[src/rtl/seg7_pkg.sv]
// Shared seven-segment constants and helpers for the multiplexed display driver.
// Segment bit order is hgfedcba, active-high, h = decimal point.
package seg7_pkg;

  localparam logic [7:0] SEG_BLANK = 8'b0000_0000;
  localparam logic [7:0] SEG_ERR   = 8'b1000_0000;

  localparam logic [7:0] SEG_0 = 8'b0011_1111;
  localparam logic [7:0] SEG_1 = 8'b0000_0110;
  localparam logic [7:0] SEG_2 = 8'b0101_1011;
  localparam logic [7:0] SEG_3 = 8'b0100_1111;
  localparam logic [7:0] SEG_4 = 8'b0110_0110;
  localparam logic [7:0] SEG_5 = 8'b0110_1101;
  localparam logic [7:0] SEG_6 = 8'b0111_1101;
  localparam logic [7:0] SEG_7 = 8'b0000_0111;
  localparam logic [7:0] SEG_8 = 8'b0111_1111;
  localparam logic [7:0] SEG_9 = 8'b0110_1111;

  localparam logic [7:0] SEG_A = 8'b0111_0111;
  localparam logic [7:0] SEG_B = 8'b0111_1100;
  localparam logic [7:0] SEG_C = 8'b0011_1001;
  localparam logic [7:0] SEG_D = 8'b0101_1110;
  localparam logic [7:0] SEG_E = 8'b0111_1001;
  localparam logic [7:0] SEG_F = 8'b0111_0001;

  // Selected digit as seen by the output stage.
  typedef struct packed {
    logic       blank;
    logic       dp;
    logic [3:0] nibble;
  } digit_sel_t;

  // The decimal point shares bit 7 with the error marker, so it is OR-ed in.
  function automatic logic [7:0] seg_with_dp(input logic [7:0] pattern, input logic dp);
    return {pattern[7] | dp, pattern[6:0]};
  endfunction

endpackage

[src/rtl/seg7_digit_lut.sv]
// Combinational nibble-to-segment decoder; nibbles 10..15 show A..F only when
// hex_en is set, otherwise they show the error pattern.
module seg7_digit_lut
  import seg7_pkg::*;
(
  input  logic [3:0] nibble,
  input  logic       hex_en,
  output logic [7:0] pattern
);

  always_comb begin
    case (nibble)
      4'h0: pattern = SEG_0;
      4'h1: pattern = SEG_1;
      4'h2: pattern = SEG_2;
      4'h3: pattern = SEG_3;
      4'h4: pattern = SEG_4;
      4'h5: pattern = SEG_5;
      4'h6: pattern = SEG_6;
      4'h7: pattern = SEG_7;
      4'h8: pattern = SEG_8;
      4'h9: pattern = SEG_9;
      4'hA: pattern = hex_en ? SEG_A : SEG_ERR;
      4'hB: pattern = hex_en ? SEG_B : SEG_ERR;
      4'hC: pattern = hex_en ? SEG_C : SEG_ERR;
      4'hD: pattern = hex_en ? SEG_D : SEG_ERR;
      4'hE: pattern = hex_en ? SEG_E : SEG_ERR;
      4'hF: pattern = hex_en ? SEG_F : SEG_ERR;
    endcase
  end

endmodule

[src/rtl/seg7_scan_driver.sv]
// Time-multiplexed seven-segment scanner with a double-buffered display value,
// leading-zero blanking and per-digit decimal points.
module seg7_scan_driver
  import seg7_pkg::*;
#(
  parameter int NUM_DIGITS = 4,
  parameter int PRESCALE   = 50000,
  parameter int HEX_EN     = 0
) (
  input  logic                    clk,
  input  logic                    rst,
  input  logic                    load,
  input  logic [4*NUM_DIGITS-1:0] value,
  input  logic [NUM_DIGITS-1:0]   dp_mask,
  input  logic                    blank_lz,
  output logic [7:0]              seg,
  output logic [NUM_DIGITS-1:0]   an,
  output logic                    frame_done
);

  localparam int PW = $clog2(PRESCALE);
  localparam int IW = $clog2(NUM_DIGITS);
  localparam logic [PW-1:0] PRESC_LAST   = PW'(PRESCALE - 1);
  localparam logic [PW-1:0] PRESC_PENULT = PW'(PRESCALE - 2);
  localparam logic [IW-1:0] IDX_LAST     = IW'(NUM_DIGITS - 1);

  logic [PW-1:0]           presc_p0;
  logic [IW-1:0]           idx_p0;
  logic [4*NUM_DIGITS-1:0] shadow_val_p0, active_val_p0;
  logic [NUM_DIGITS-1:0]   shadow_dp_p0, active_dp_p0;
  logic                    shadow_blz_p0, active_blz_p0, pending_p0;

  logic [7:0]            seg_p1;
  logic [NUM_DIGITS-1:0] an_p1;
  logic                  frame_done_p1;

  logic       presc_wrap, frame_wrap, frame_soon, upper_zero;
  digit_sel_t cur;
  logic [7:0] lut_pat, seg_next;

  assign presc_wrap = (presc_p0 == PRESC_LAST);
  assign frame_wrap = presc_wrap && (idx_p0 == IDX_LAST);
  // frame_done is registered one cycle early so it is high during the wrap cycle.
  assign frame_soon = (presc_p0 == PRESC_PENULT) && (idx_p0 == IDX_LAST);

  // Stage p0 -> p1: select the scanned digit from the active buffer and decode it.
  always_comb begin
    cur        = '0;
    upper_zero = 1'b1;
    for (int i = NUM_DIGITS - 1; i >= 0; i--) begin
      upper_zero = upper_zero && (active_val_p0[4*i +: 4] == 4'd0);
      if (idx_p0 == IW'(i)) begin
        cur.nibble = active_val_p0[4*i +: 4];
        cur.dp     = active_dp_p0[i];
        cur.blank  = active_blz_p0 && (i != 0) && upper_zero;
      end
    end
  end

  seg7_digit_lut u_lut (
    .nibble  (cur.nibble),
    .hex_en  (HEX_EN != 0),
    .pattern (lut_pat)
  );

  assign seg_next = seg_with_dp(cur.blank ? SEG_BLANK : lut_pat, cur.dp);

  always_ff @(posedge clk) begin
    if (rst) begin
      presc_p0      <= '0;
      idx_p0        <= '0;
      shadow_val_p0 <= '0;
      shadow_dp_p0  <= '0;
      shadow_blz_p0 <= 1'b0;
      active_val_p0 <= '0;
      active_dp_p0  <= '0;
      active_blz_p0 <= 1'b0;
      pending_p0    <= 1'b0;
      seg_p1        <= '0;
      an_p1         <= '0;
      frame_done_p1 <= 1'b0;
    end else begin
      presc_p0 <= presc_wrap ? '0 : presc_p0 + PW'(1);
      if (presc_wrap) begin
        idx_p0 <= (idx_p0 == IDX_LAST) ? '0 : idx_p0 + IW'(1);
      end

      // A load on the wrap cycle still lands in the shadow and waits a frame.
      if (frame_wrap && pending_p0) begin
        active_val_p0 <= shadow_val_p0;
        active_dp_p0  <= shadow_dp_p0;
        active_blz_p0 <= shadow_blz_p0;
      end
      if (load) begin
        shadow_val_p0 <= value;
        shadow_dp_p0  <= dp_mask;
        shadow_blz_p0 <= blank_lz;
        pending_p0    <= 1'b1;
      end else if (frame_wrap) begin
        pending_p0 <= 1'b0;
      end

      seg_p1        <= seg_next;
      an_p1         <= NUM_DIGITS'(1) << idx_p0;
      frame_done_p1 <= frame_soon;
    end
  end

  assign seg        = seg_p1;
  assign an         = an_p1;
  assign frame_done = frame_done_p1;

endmodule

[config.mk]
export PLATFORM = sky130hd
export DESIGN_NAME = seg7_scan_driver
export DESIGN_NICKNAME = d
export VERILOG_FILES = /design/src/rtl/seg7_pkg.sv /design/src/rtl/seg7_digit_lut.sv /design/src/rtl/seg7_scan_driver.sv
export SDC_FILE = /design/constraint.sdc
export NUM_CORES = 1
export LEC_CHECK = 0
export ABC_AREA = 1
export CORE_UTILIZATION = 30
export CTS_BUF_LIST = sky130_fd_sc_hd__clkbuf_8 sky130_fd_sc_hd__clkbuf_16
export CTS_CLUSTER_SIZE = 25
export DETAILED_ROUTE_END_ITERATION = 6
export PLACE_DENSITY_LB_ADDON = 0.3
export SLEW_MARGIN = 20
export SYNTH_ARGS = -nofsm -noshare
export SYNTH_HDL_FRONTEND = slang
export SYNTH_SLANG_ARGS = --single-unit
[constraint.sdc]
create_clock -name clk -period 2.46 [get_ports clk]
set_clock_uncertainty 0.05 [all_clocks]
set_input_delay 0.246 -clock clk [delete_from_list [all_inputs] [get_ports clk]]
set_output_delay 0.246 -clock clk [all_outputs]
set_load 0.005 [all_outputs]
==> results.md <==
- Syn Inst Count: 469
- Cell seen most often among critical-path stages: nand2_1
- Final core utilization: 37.95%
- IO Pins: 37
- Final worst-path cycle share: 80.59%
- Die X: 106.8 µm
- Core area: between 10000 and 15000 µm²
- Fillers: roughly 1100
- Synth Warn #: 0
- Initial antenna violation count: 0
- Slowest CP cell: dfxtp_1
- # rows: 37
- Post-Syn Area: 3292 µm²
- Final Instance Area: 3970 µm²
- Syn nets: about 500
- Maximum clock frequency: 504.4 MHz
- Proportion of layout cells with a drive suffix above 1: under 10%
- DPL Wire Length: 4821 µm
- Setup TNS: 0 ns
- Slew margin rel.: 55.21%
- Type of the worst min-delay path: in -> reg
- First-pass GRT wire length: 11870 µm
- Total grt overflow: 0
- CP required: 2.66 ns
- # setup viols final: 0
- Hold_ws: 0.4166 ns
- Cts bufs inserted: 9
- Cell leakage power: 1.801 nW
- Skew-Pair Late Insertion Delay: roughly 0.36 ns
- DP Area: 3747 µm²
- Sequential area share after synthesis: a little under half
- Final non-filler cell total: 643
- Ant diodes: 0
- Drt wl/cell: a little over 10 µm
- Fin. Hold Viols: 0
- CTS tree: done
- Setup repair after global routing missed its margin: no
- Final nets: between 500 and 600
- Residual DRC: 0
- R2R setup slack: about 0.48 ns
- Syn Area/Cell: about 7.0 µm²
- Critical path class: reg -> reg
- Via density: between 4 and 5
- Synth unique cells: 32
- Root Driver: clkbuf_8
- FF-to-FF path depth: 12
- Post-CTS setup buffers: 0
- Max incr delay on CP: around 0.42 ns
- Initial core utilization: 31.46%
- Setup crit start kind: flip-flop
- Crit-path cells: inv_1 -> ha_1 -> nor2_1 -> nand2_1 -> nand3_1 -> nand2_1 -> nand2_1 -> inv_1 -> nand2_1 -> nand4_1 -> nand2_1 -> nand2_1
- H-tree level count: 3
- Reg2Reg Capture Point: seg[0]$_SDFF_PP0_
- Critical path startpoint: idx_p0[0]$_SDFFE_PP0N_
- Post-CTS resize count: 0
- Synth Register Bits: 74
- GR Util All Layers: 13.00%
- I/O Buffers: 36
- Total chip power: 2.428 mW
- Total wire length: 6626 µm
- Vias: 2889
- Hold Path Sink: shadow_dp_p0[0]$_SDFFE_PP0P_
- Worst r2r src: idx_p0[0]$_SDFFE_PP0N_
- Vias in the first global route: 2826
- Total of max-cap violations: 0
- Die area: 11400 µm²
- Hold-fix buffer count after cts: 0
- Pre-antenna DRT Iters: 4
- Largest net degree at the start of global routing: 43
- Critical hold path startpoint: dp_mask[0]
- Status: finished clean
- GPL Wtd Cong: 0.8703
- Pre-CTS setup slack: between 0.5 and 0.6 ns
- CTS clk-pin slew, worst paths: 0.09 ns
- Power per cell area: 611.6 nW/µm²
- P&R area growth vs syn: 20.60%
- Setup crit end kind: flip-flop
- Max Buffers Root-to-Sink: 2
- CP arrival: 2.18 ns
- Final Max Tran Viols: 0
- Starting DRT DRC Count: a little over 80
- Minimum clock period after layout: 1.983 ns
- Die Y: about 110 µm
- CTS sink count: 74
- Routed Antenna Nets: 0
- Post-route setup slack: between 0.4 and 0.5 ns
- Worst-path maximum fanout: 8
- Hold Crit Depth: 3
- Worst Max-Slew Pin Slew: approximately 0.67 ns
- Worst VDD drop: between 0.2 and 0.25 mV
- DP Cell Count: ~630
## cell families (layout without fill, tap and decap cells)
| logic type | count (synthesis) | in the layout | synth area share [%] |
|---|---|---|---|
| and+or+nand+nor | 252 | 252 | 33.14 |
| DFF | 74 | 74 | 45.00 |
| adders and majority gates | 6 | 6 | 2.280 |
| xor gates and xnor gates | 2 | 2 | 0.5322 |
| AOI/OAI and AO/OA | 54 | 54 | 8.666 |
| buffers and inverters | 81 | 119 | 10.38 |
## flip-flops by register name (all words and copies together) (netlist names), 2 cells and up
| register | count |
|---|---|
| seg | 8 |
| presc_p0 | 16 |
| shadow_val_p0 | 16 |
| shadow_dp_p0 | 4 |
| an | 4 |
| active_dp_p0 | 4 |
| active_val_p0 | 16 |
| idx_p0 | 2 |
## synthesized netlist by cell type
cell | n | area, µm²
nand3_1 | 10 | 50.05
o21ai_0 | 27 | 135.1
nor3_1 | 12 | 60.06
inv_1 | 56 | 210.2
nand2_2 | 3 | 18.77
nand3_2 | 3 | 30.03
a21oi_2 | 1 | 8.760
o21ai_1 | 2 | 10.01
buf_6 | 3 | 33.78
xor2_1 | 1 | 8.760
clkbuf_1 | 6 | 22.52
nand4_4 | 1 | 21.27
nand2_1 | 97 | 364.1
nor2_1 | 104 | 390.4
nand4_1 | 13 | 81.33
o211ai_1 | 2 | 15.01
a21oi_1 | 20 | 100.1
buf_1 | 1 | 3.750
buf_4 | 2 | 15.01
nor2_4 | 2 | 22.52
dfxtp_1 | 74 | 1481
nor3_2 | 2 | 20.02
o2111ai_1 | 1 | 8.760
buf_2 | 6 | 30.03
or2_0 | 1 | 6.260
inv_2 | 7 | 26.28
xnor2_1 | 1 | 8.760
a211oi_1 | 1 | 7.510
nand3b_1 | 1 | 7.510
nor2_2 | 2 | 12.51
ha_1 | 6 | 75.07
or2_2 | 1 | 6.260
## worst max-delay path: cells and delay by family, from the launching register on
family | cells | cell delay, ns
AND/OR/NAND/NOR | 9 | 0.90
flip-flops | 1 | 0.42
adder cells (fa/ha/maj) | 1 | 0.31
buffers and inverters | 2 | 0.20
## power by group
group          leakage [nW]  switching, mW  internal (mW)
Combinational          1.09         0.0578         0.0652
Sequential            0.605         0.0176           1.23
Clock                 0.111          0.476          0.579
## cell usage in the layout (no fill, tap or decap)
cell             synthesis  routed
xor2_1                   1       1
dfxtp_1                 74      74
nor2_2                   2       2
inv_2                    7       7
a211oi_1                 1       1
o21ai_1                  2       2
o211ai_1                 2       2
nor3_1                  12      12
nand4_4                  1       1
xnor2_1                  1       1
nand3b_1                 1       1
a21oi_1                 20      20
or2_0                    1       1
clkdlybuf4s50_1          0      36
buf_4                    2       4
clkinvlp_4               0       1
nor3_2                   2       2
ha_1                     6       6
nor2_1                 104     104
o21ai_0                 27      27
nand3_1                 10      10
inv_1                   56      56
or2_2                    1       1
nand4_1                 13      13
clkbuf_8                 0       9
nand2_2                  3       3
nor2_4                   2       2
inv_6                    0       3
clkinv_2                 0       1
a21oi_2                  1       1
bufinv_16                0       2
nand2_1                 97      97
o2111ai_1                1       1
nand3_2                  3       3
## layout make-up
type / instances / area, µm² / area share, %
Multi-Input combinational cell: 314 / 1469 / 37.00
Timing Repair Buffer: 40 / 390.4 / 9.833
Clock buffer: 9 / 123.9 / 3.120
Clock inverter: 7 / 98.84 / 2.490
Tap cell: 136 / 170.2 / 4.286
Inverter: 63 / 236.5 / 5.957
Sequential cell: 74 / 1481 / 37.31
## worst max path at each step
stage / to / slack, ns / cells after the start
after floorplan: seg[0]$_SDFF_PP0_ / 0.70 / 13
after global placement: seg[0]$_SDFF_PP0_ / 0.60 / 11
after detailed placement: seg[0]$_SDFF_PP0_ / 0.52 / 11
after CTS: seg[0]$_SDFF_PP0_ / 0.50 / 11
after global routing: seg[0]$_SDFF_PP0_ / 0.24 / 12
final: seg[0]$_SDFF_PP0_ / 0.48 / 12
## routing by layer
layer  track usage [%]  wire [µm]  vias to the layer above
li1                  -          -                     1518
met1             15.59       3202                     1299
met2             20.92       2922                       57
met3             3.222        282                       15
met4             7.828        218                        0
met5                 0          0                        -
Note: power is estimated with default switching activity, not from simulation.
